### config.mk
export PLATFORM = sky130hd
export DESIGN_NAME = mem_req_ctrl
export DESIGN_NICKNAME = d
export VERILOG_FILES = /design/src/rtl/mem_req_ctrl.sv
export SDC_FILE = /design/constraint.sdc
export NUM_CORES = 1
export LEC_CHECK = 0
export CORE_MARGIN = 4
export CORE_UTILIZATION = 43
export CTS_BUF_LIST = sky130_fd_sc_hd__clkbuf_8
export DETAILED_ROUTE_END_ITERATION = 12
export PLACE_DENSITY = 0.82
export RECOVER_POWER = 50
export SKIP_LAST_GASP = 1
export SLEW_MARGIN = 30
export SYNTH_ARGS = -nofsm -noshare
export SYNTH_HDL_FRONTEND = slang
export SYNTH_SLANG_ARGS = --single-unit
### constraint.sdc
create_clock -name clk -period 1.3 [get_ports clk]
set_input_delay 0.26 -clock clk [delete_from_list [all_inputs] [get_ports clk]]
set_output_delay 0.26 -clock clk [all_outputs]
set_load 0.05 [all_outputs]
### src/rtl/mem_req_ctrl.sv
// mem_req_ctrl: sequences EX load/store requests onto the data memory for LATENCY cycles,
// stalls upstream while busy and returns registered load data. Optional: DUMP_ON_HALT_EN.
module mem_req_ctrl #(
    parameter int LATENCY     = 1,
    parameter int CHECK_ALIGN = 1
) (
    input  logic        clk,
    input  logic        rst,
    input  logic        ex_valid,
    input  logic        ex_mem_en,
    input  logic        ex_mem_wr,
    input  logic [15:0] ex_addr,
    input  logic [15:0] ex_wdata,
    input  logic        ex_halt,
    input  logic        flush,
    input  logic [15:0] mem_rdata,
    output logic        mem_enable,
    output logic        mem_wr,
    output logic [15:0] mem_addr,
    output logic [15:0] mem_wdata,
    output logic        mem_createdump,
    output logic        stall,
    output logic        wb_valid,
    output logic [15:0] wb_rdata,
    output logic        err
);

    localparam int               CNT_W    = (LATENCY > 1) ? $clog2(LATENCY) : 1;
    localparam logic [CNT_W-1:0] CNT_LAST = CNT_W'(LATENCY - 1);

    typedef enum logic [1:0] {
        IDLE   = 2'd0,
        ACCESS = 2'd1
`ifdef DUMP_ON_HALT_EN
        ,
        HALTED = 2'd2
`endif
    } state_t;

    state_t           state_q, state_d;
    logic [CNT_W-1:0] cnt_q, cnt_d;
    logic [15:0]      addr_q, addr_d;
    logic [15:0]      wdata_q, wdata_d;
    logic             wr_q, wr_d;
    logic             wb_valid_q, wb_valid_d;
    logic [15:0]      wb_rdata_q, wb_rdata_d;
    logic             err_q, err_d;

    logic new_req;
    logic misaligned;
    logic last;

    assign new_req    = ex_valid & ex_mem_en & ~flush;
    assign misaligned = (CHECK_ALIGN != 0) && ex_addr[0];
    assign last       = (cnt_q == '0);

`ifdef DUMP_ON_HALT_EN
    logic dump_q, dump_d;
    logic halt_req;

    assign halt_req       = ex_valid & ex_halt & ~flush;
    assign mem_createdump = dump_q;
`else
    logic unused_halt;

    assign unused_halt    = ex_halt;
    assign mem_createdump = 1'b0;
`endif

    // NOTE: every signal written here gets a default first, so no path leaves it unassigned and no latch is inferred.
    always_comb begin
        state_d    = state_q;
        cnt_d      = cnt_q;
        addr_d     = addr_q;
        wdata_d    = wdata_q;
        wr_d       = wr_q;
        wb_valid_d = 1'b0;
        wb_rdata_d = wb_rdata_q;
        err_d      = err_q;
        mem_enable = 1'b0;
        mem_wr     = 1'b0;
        stall      = 1'b0;
`ifdef DUMP_ON_HALT_EN
        dump_d     = 1'b0;
`endif

        unique case (state_q)
            IDLE: begin
                stall = new_req;
                if (new_req) begin
                    addr_d  = ex_addr;
                    wdata_d = ex_wdata;
                    wr_d    = ex_mem_wr;
                    if (misaligned) begin
                        err_d = 1'b1;
                    end else begin
                        state_d = ACCESS;
                        cnt_d   = CNT_LAST;
                    end
                end
`ifdef DUMP_ON_HALT_EN
                else if (halt_req) begin
                    state_d = HALTED;
                    dump_d  = 1'b1;
                end
`endif
            end

            ACCESS: begin
                mem_enable = 1'b1;
                mem_wr     = wr_q & last;
                stall      = ~last;
                if (!last) begin
                    // A flush before the final cycle drops loads and stores alike.
                    if (flush) begin
                        state_d = IDLE;
                        cnt_d   = '0;
                    end else begin
                        cnt_d = cnt_q - CNT_W'(1);
                    end
                end else begin
                    // Final cycle: a store commits even under flush; a flushed load returns nothing.
                    state_d = IDLE;
                    if (!wr_q && !flush) begin
                        wb_valid_d = 1'b1;
                        wb_rdata_d = mem_rdata;
                    end
                end
            end

`ifdef DUMP_ON_HALT_EN
            HALTED: begin
                stall = 1'b1;
            end
`endif

            default: begin
                state_d = IDLE;
            end
        endcase

        if (rst) begin
            mem_enable = 1'b0;
            mem_wr     = 1'b0;
        end
    end

    // NOTE: state registers use non-blocking assignments so every flop samples pre-edge values.
    always_ff @(posedge clk) begin
        if (rst) begin
            state_q    <= IDLE;
            cnt_q      <= '0;
            addr_q     <= '0;
            wdata_q    <= '0;
            wr_q       <= 1'b0;
            wb_valid_q <= 1'b0;
            wb_rdata_q <= '0;
            err_q      <= 1'b0;
        end else begin
            state_q    <= state_d;
            cnt_q      <= cnt_d;
            addr_q     <= addr_d;
            wdata_q    <= wdata_d;
            wr_q       <= wr_d;
            wb_valid_q <= wb_valid_d;
            wb_rdata_q <= wb_rdata_d;
            err_q      <= err_d;
        end
    end

`ifdef DUMP_ON_HALT_EN
    always_ff @(posedge clk) begin
        if (rst) begin
            dump_q <= 1'b0;
        end else begin
            dump_q <= dump_d;
        end
    end
`endif

    assign mem_addr  = addr_q;
    assign mem_wdata = wdata_q;
    assign wb_valid  = wb_valid_q;
    assign wb_rdata  = wb_rdata_q;
    assign err       = err_q;

endmodule
# --- Yosys cells after proc, flatten, opt, wreduce, memory -nomap -nowiden ---
# Index checks and enable logic that the tools add are counted.
word_totals:
  regBits: 54
  input_bits: 55
  output_inout_bits: 54
  word_cells: 46
op_classes:
  add_sub_neg: 1
  n_eq_ne: 4
  n_mux: 16
  bitwise: 6
  n_reduce_logical: 11
ops:
  columns: ["cell", "n"]
  rows:
  - ["AND reduction 3 bit", 4]
  - ["2-to-1 mux 1 bit", 9]
  - ["2-to-1 mux 2 bit", 4]
  - ["!= test 2 bit (second input constant)", 2]
  - ["case mux 1 bit (2 select lines)", 2]
  - ["case mux 2 bit (2 select lines)", 1]
  - ["AND 1 bit", 3]
  - ["!= test 3 bit (second input constant)", 1]
  - ["inverter 1 bit", 3]
  - ["OR reduction 3 bit", 1]
  - ["equality test 2 x 1 -> 1 bit (second input constant)", 1]
  - ["logical NOT 1 bit", 2]
  - ["logical NOT 2 bit", 1]
  - ["AND reduction 2 bit", 1]
  - ["nonzero test 2 bit", 1]
  - ["logical AND 1 bit", 1]
  - ["subtractor 1 bit (second input constant)", 1]

# --- Depth between registers and ports, before layout ---
# Gate-level depths: netlist of the first run.
depth:
  depth_word: 4
  depth_mapped: 4
  depth_no_buf: 2

# --- Worst setup path before layout of the first run ---
# Ideal clock, no wire load.
synth_path:
  path_type: "input port to output port"
  start: "in rst"
  end: "out mem_wr"
  arrival_time_ns: 1.710
  required_time_ns: 1.040
  path_slack_ns: -0.670
  cell_stages: 3
  path_buffers: 1
  path_cell_list: "buf_2 > nor2b_1 > and3b_1"
synth_between:
  elab_chain_cells: 1
synth_rtl:
  columns: ["element", "line", "rtl"]
  rows:
  - ["start: declaration", "8", "input logic rst,"]
  - ["2-to-1 mux 1 bit", "142", "if (rst) begin"]
  - ["end: declaration", "18", "output logic mem_wr,"]
# No other way between the ends.

# --- Final worst setup path of the first run ---
layout_path:
  start: "reg state_q[0]"
  end: "out mem_wr"
layout_between:
  elab_chain_cells: 3
layout_rtl:
  columns: ["element", "line", "rtl"]
  rows:
  - ["start: declaration", "40", "state_t state_q, state_d;"]
  - ["start signal: assignment", "160", "state_q <= state_d;"]
  - ["equality test 2 x 1 -> 1 bit", "87", "unique case (state_q)"]
  - ["2-to-1 mux 1 bit", "87", null]
  - ["2-to-1 mux 1 bit", "142", null]
# No other way between the ends.

==> results of run 1 <==
-- registers in the layout, indices dropped and copies added (netlist names) --
signal / flops
wr_q: 1
mem_wdata: 16
mem_addr: 16
state_q: 1
wb_valid: 1
err: 1
cnt_q: 1
wb_rdata: 16
-- report_power, final --
| part | switching [mW] | internal (mW) | leakage [nW] |
|---|---|---|---|
| logic | 0.307 | 0.430 | 1.13 |
| clock network | 0.510 | 0.482 | 0.0542 |
| registers | 0.0459 | 1.66 | 0.430 |
-- layout by cell type (no fill, tap or decap), types with 2 or more instances in the layout --
master           instances
dfxtp_1                 52
clkdlybuf4s50_1         49
mux2i_1                 48
buf_8                    2
nand2b_1                98
clkbuf_8                 7
buf_6                    4
buf_12                  55
dlygate4sd2_1            3
buf_4                   12
-- layer usage --
metal | up-vias | share of wire | track usage
met5 | - | 0 | 0
li1 | 982 | - | -
met4 | 0 | 0.012 | 0.04606
met2 | 82 | 0.50 | 0.2952
met3 | 8 | 0.064 | 0.05456
met1 | 940 | 0.42 | 0.2172
-- worst max-delay path by stage --
stage / from / end / slack [ps] / cells after the start
floorplan: state_q[0]$_SDFFE_PP0P_ / mem_wr / -50 / 2
global placement: ex_mem_en / mem_addr[15]$_SDFFE_PP0P_ / -370 / 5
detailed placement: flush / wb_rdata[1]$_SDFFE_PP0P_ / -490 / 5
CTS: state_q[0]$_SDFFE_PP0P_ / mem_wr / -110 / 3
global route: state_q[0]$_SDFFE_PP0P_ / mem_wr / -160 / 3
finish: state_q[0]$_SDFFE_PP0P_ / mem_wr / -110 / 3
-- kinds of logic after synthesis --
kind of cell	count (synthesis)	share of synthesized area
AOI/OAI and AO/OA	2	0.005676
buffers and inverters	19	0.06137
muxes	49	0.2022
and+or+nand+nor	109	0.2919
other	1	0.001546
DFF	53	0.4373
-- layout make-up --
type                       count  area, sq um  share of cell area
timing repair buffer         127         1813              0.4173
tap                           72        90.09             0.02074
inverter                       1        3.754           0.0008641
clock buffer                   7        96.34             0.02218
sequential                    53         1065              0.2451
clock inverter                 1        5.005            0.001152
multi-input combinational    161         1271              0.2926
-- through the flow --
step / cells / power, mW / setup TNS, ps / setup slack (ps) / hold WS, ps
2_1_floorplan: 233 / 2.067 / -46.90 / -46.90 / 358.4
3_3_place_gp: 406 / 2.446 / -18120 / -372.4 / 495.0
3_5_place_dp: 406 / 2.460 / -20840 / -492.0 / 505.1
4_1_cts: 420 / 3.457 / -1919 / -110.2 / 342.5
5_1_grt: 422 / 3.582 / -4100 / -163.3 / 382.3
6_report: 422 / 3.436 / -994.7 / -114.0 / 354.7
-- worst max-delay path, delay by kind of cell (launching register included) --
family	cells	cell delay, ps
DFF	1	380
and+or+nand+nor	2	340
buffers and inverters	1	140
-- repair_timing --
action	4_1_cts	5_1_grt
gates cloned	1	1
pin swaps	2	3
gates resized for setup	9	7
setup buffers	5	1
hold endpoints to repair	0	0
endpoints found under the setup margin	52	43
==> qor.txt, run 1 <==
Top cells by count, synth - 98 x nand2b_1, 53 x dfxtp_1, 49 x mux2i_1
Synth Instances - 233
Max-cap violation count - 0
Finished Cell Area - 4344 sq um
Sequential fraction of the synthesis area - 0.4373
CTS Sinks - 53
CTS hold repair buffers - 0
CTS root buf - clkbuf_8
First-pass GRT wire length - 9970 um
HP Class - input port to register
Die height - 83.12 um
Status - finished with violations
Number of flops mapped to enable cells by yosys - 0
N_diodes - 0
Placed instance area - 4114 sq um
Via density - 4.768
Power Dens Cells - 791.0 nW/um^2
Final Cycle Share - 1.088
CP Max Fanout - 4
CP max stage cell - dfxtp_4
Initial drt markers - 72
Io pins - 109
Critical path's largest stage delay - 380 ps
Crit path cell chain - nor2b_4 -> and3b_2 -> buf_8
Number of fill cells - 325
CP Class - register to output pin
Synth Cell Area - 2426 sq um
Reg clk slew, reported paths - 80 ps
CTS tree - yes
Layout cells sized above 1 - 0.2600
Worst-Skew Late Latency - 300 ps
Failing checks - setup timing
Most used DFF post-synth - dfxtp_1
Synth Area per Inst - 10.41 sq um
Min Tclk post-route - 1414 ps
Maximum clock frequency - 707.2 MHz
Worst VDD drop - 0.0005855 V
Final WS setup - -114.0 ps
Leading area contributor after synthesis - dfxtp_1
Area contributors post-synth - dfxtp_1 44%, nand2b_1 25%, mux2i_1 20%
Layout area overhead - 79.06%
Final setup viols - 31
Unrepaired setup endpoints after global routing - true
Final core occ - 0.7938
Vias in the first global route - 1991
DP Wirelength - 4691 um
Grt total ovfl - 0
Req. time, crit path - 1040 ps
Routed length per instance - 15.01 um
Crit start category - register
Asr flop ratio synth - 0
Reg-to-reg critical path startpoint - state_q[0]$_SDFFE_PP0P_
Die Area - 6908 sq um
DR vias - 2012
Core Box Area - 5473 sq um
Hold path depth - 3
Initial core utilization - 0.4433
DRT Wirelength - 6336 um
H-tree depth - 2
Pin count of the biggest net entering global routing - 50
Drt pass-1 iters - 5
WHS Endpoint - state_q[0]$_SDFFE_PP0P_
Row cnt - 27
CP Capture Type - output pin
Top cell type's share of synthesized area - 0.4373
Endpoints failing hold - 0
Num CTS Buffers - 5
Ys Warns - 0
Max Slew Vio Count - 0
Worst-case clock skew - 6.069 ps
Initial antenna violation count - 0
HP Start - rst
Die Width - 83.12 um
Static Leak - 1.617 nW
GRT Resource Usage Total - 0.1755
Cell with the most instances after synthesis - nand2b_1
Synth cell types - 19
Final #Nets - 404
Maximum clock path buffer count - 2
Worst Reg-to-Reg Cells - 5
Arrival @ worst endpoint - 1150 ps
I/O Buffers - 106
R2R setup slack - -60 ps
Net Count, Synth - 288
FF+latch count, synth - 53
DRC errors left - 0
Routed Antenna Nets - 0
Gpl congestion - 0.7435
Critical R2R Capture - mem_wdata[5]$_SDFFE_PP0P_
No activity file was read; power rests on OpenSTA's default activity.
==> run 2: changes to the inputs <==
Settings changed: ABC_AREA from default to 1, CORE_UTILIZATION 43 to 41.
Clock period 1.3 ns to 1.42 ns, I/O delays scaled along.
==> run 2 against run 1 <==
  * The run still ends with setup timing left
  * Hold slack better by 96 ps
  * Core utilization is 16 points lower
  * Worst setup slack better by 110 ps
  * Sequential power is 8% lower
  * Register-to-register slack better by 250 ps
  * Final cell count is 8.1% higher
  * Design area is 26% lower
  * Combinational power is 16% lower
==> qor.txt, run 2 <==
Area contributors post-synth - dfxtp_1 50%, nor2_1 12%, nand3b_1 11%
Sequential fraction of the synthesis area - 0.4950 (+0.05770)
Layout Cells excl Fill - 456 (+8.1%)
Vias in the first global route - 2240 (+13%)
CP Class - register to output pin
CTS tree - yes
Layout cells sized above 1 - 0.2332 (-0.02684)
First-pass GRT wire length - 10130 um (+1.6%)
Ys Warns - 0 (unchanged)
Most frequent cells in the layout - 66 x nor2_1, 52 x dfxtp_1, 50 x nand2_1
Drt pass-1 iters - 4 (-1)
Synth Cell Area - 2143 sq um (-12%)
Die Area - 6448 sq um (-6.7%)
Placed instance area - 3811 sq um (-7.4%)
Net Count, Synth - 329 (+14%)
TNS Setup - -1.202 ps (+993.5 ps)
Maximum clock frequency - 703.6 MHz
DR vias - 2209 (+9.8%)
Max-cap violation count - 0 (unchanged)
CP Capture Type - output pin
Status - finished with violations
Worst VDD drop - 0.0005835 V (-0.34%)
Static Leak - 1.384 nW (-14%)
Endpoints failing hold - 0 (unchanged)
GRT Resource Usage Total - 0.1973 (+0.02182)
Io pins - 109 (unchanged)
Num CTS Buffers - 5 (unchanged)
Grt total ovfl - 0 (unchanged)
Inst Count DP - 446 (+9.9%)
Pin count of the biggest net entering global routing - 34 (-32%)
Gpl congestion - 0.7579 (+1.9%)
Top cells by count, synth - 66 x nor2_1, 53 x dfxtp_1, 52 x nand2_1
Via density - 4.844 (+1.6%)
Min Tclk post-route - 1421 ps
Rel. slew slack - 0.5447
Most used DFF post-synth - dfxtp_1
Power Total - 3.011 mW (-12%)
Crit start category - register
Req. time, crit path - 1140 ps (+100 ps)
Worst slew pin tran - 683.0 ps
FF+latch count, synth - 53 (unchanged)
Routed length per instance - 13.82 um (-8.0%)
Core Box Area - 5075 sq um (-7.3%)
Cell with the most instances after synthesis - nor2_1
DRC errors left - 0 (unchanged)
Die Width - 80.30 um (-3.4%)
DP Wirelength - 4790 um (+2.1%)
Arrival @ worst endpoint - 1140 ps (about the same)
Unrepaired setup endpoints after global routing - true
CTS Sinks - 53 (unchanged)
Synth Area per Inst - 7.822 sq um (-25%)
Finished Cell Area - 3208 sq um (-26%)
Number of fill cells - 430 (+32%)
Failing checks - setup timing
Synth cell types - 19 (unchanged)
Synth Instances - 274 (+18%)
Initial drt markers - 80 (+11%)
Initial core utilization - 0.4223 (-0.02096)
Row cnt - 26 (-3.7%)
Power Dens Cells - 938.6 nW/um^2 (+19%)
Routed Antenna Nets - 0 (unchanged)
Reg clk slew, reported paths - 90 ps (about the same)
CP Max Fanout - 4 (unchanged)
Layout area overhead - 49.68%
N_diodes - 0 (unchanged)
Final Cycle Share - 1.001
Leading area contributor after synthesis - dfxtp_1
Final setup viols - 1 (-97%)
Worst-Skew Late Latency - 290 ps (about the same)
Final WS setup - -1.202 ps (+112.8 ps)
Initial antenna violation count - 0 (unchanged)
CTS root buf - clkbuf_8
Number of flops mapped to enable cells by yosys - 0 (unchanged)
DRT Wirelength - 6300 um (-0.57%)
H-tree depth - 2 (unchanged)
Worst-case clock skew - 4.043 ps (-2.025 ps)
I/O Buffers - 106 (unchanged)
Top cell type's share of synthesized area - 0.4950 (+0.05770)
Maximum clock path buffer count - 2 (unchanged)
Most common cell after layout, fill and taps aside - nor2_1
Max Slew Vio Count - 0 (unchanged)
Final #Nets - 441 (+9.2%)
HP Class - input port to register
Asr flop ratio synth - 0 (unchanged)
Die height - 80.30 um (-3.4%)
run 2: layer usage:
| metal | routed length, um | track usage | part of all wire | vias to the layer above |
|---|---|---|---|---|
| met1 | 2591 | 0.2180 | 0.41 | 1027 |
| met2 | 3246 | 0.3659 | 0.52 | 74 |
| met3 | 379 | 0.05717 | 0.060 | 9 |
| met4 | 82 | 0.05068 | 0.013 | 0 |
| met5 | 0 | 0 | 0 | - |
| li1 | - | - | - | 1099 |
run 2: layout make-up:
| class | instances | area (sq um) | area share |
|---|---|---|---|
| Inverter | 5 | 20.02 | 0.006240 |
| Timing Repair Buffer | 124 | 1006 | 0.3136 |
| Multi-Input combinational cell | 197 | 945.9 | 0.2949 |
| Clock inverter | 1 | 3.754 | 0.001170 |
| Clock buffer | 6 | 82.58 | 0.02574 |
| Tap cell | 70 | 87.58 | 0.02730 |
| Sequential cell | 53 | 1062 | 0.3311 |
run 2: critical path: stages, from the launching register on:
cell and delay [ps]:
dfxtp_2 340, inv_2 60, nor2_4 100, and3_4 190
buf_8 140
run 2: through the flow:
step	worst slack [ps]	hold slack, ps	utilization
3_3_place_gp	-178.1	478.5	0.7510
5_1_grt	-41.20	486.1	0.6322
2_1_floorplan	18.83	353.1	-
4_1_cts	-19.67	502.9	0.7761
3_5_place_dp	-267.6	491.2	0.7510
6_report	-1.202	451.1	0.6322
run 2: cell families (layout without fill, tap and decap cells):
kind of cell | Yosys count | after routing | synth area share
simple gates | 176 | 176 | 0.3882
compound gates | 20 | 20 | 0.04670
flops | 53 | 53 | 0.4950
other cells | 1 | 1 | 0.001750
buf+inv | 24 | 136 | 0.06830
run 2: timing repair:
| item | 4_1_cts | 5_1_grt |
|---|---|---|
| hold buffers | 0 | 0 |
| resized for setup | 13 | 0 |
| pin swaps | 3 | 0 |
| endpoints found under the setup margin | 3 | 2 |
| setup buffers | 3 | 0 |
| gates cloned | 0 | 0 |
run 2: path summary, 6_finish.rpt:
kind	from	endpoint	slack (ps)	cells after the start
max	state_q[0]$_SDFFE_PP0P_	mem_wr	-1	4
min	flush	state_q[0]$_SDFFE_PP0P_	450	3
min reg2reg	wb_rdata[1]$_SDFFE_PP0P_	wb_rdata[1]$_SDFFE_PP0P_	470	2
max reg2reg	state_q[0]$_SDFFE_PP0P_	mem_wdata[4]$_SDFFE_PP0P_	190	8
run 2: report_power, final:
group / switching, mW / total, mW / internal (mW)
Clock: 0.448 / 0.828 / 0.381
Combinational: 0.357 / 0.616 / 0.259
Sequential: 0.0291 / 1.57 / 1.54
Total: 0.834 / 3.01 / 2.18
==> run 3: changes to the inputs <==
Settings changed: CTS_CLUSTER_SIZE from default to 12.
==> results of run 3 <==
No change in the layout: final DEF, timing and power equal those of run 2.
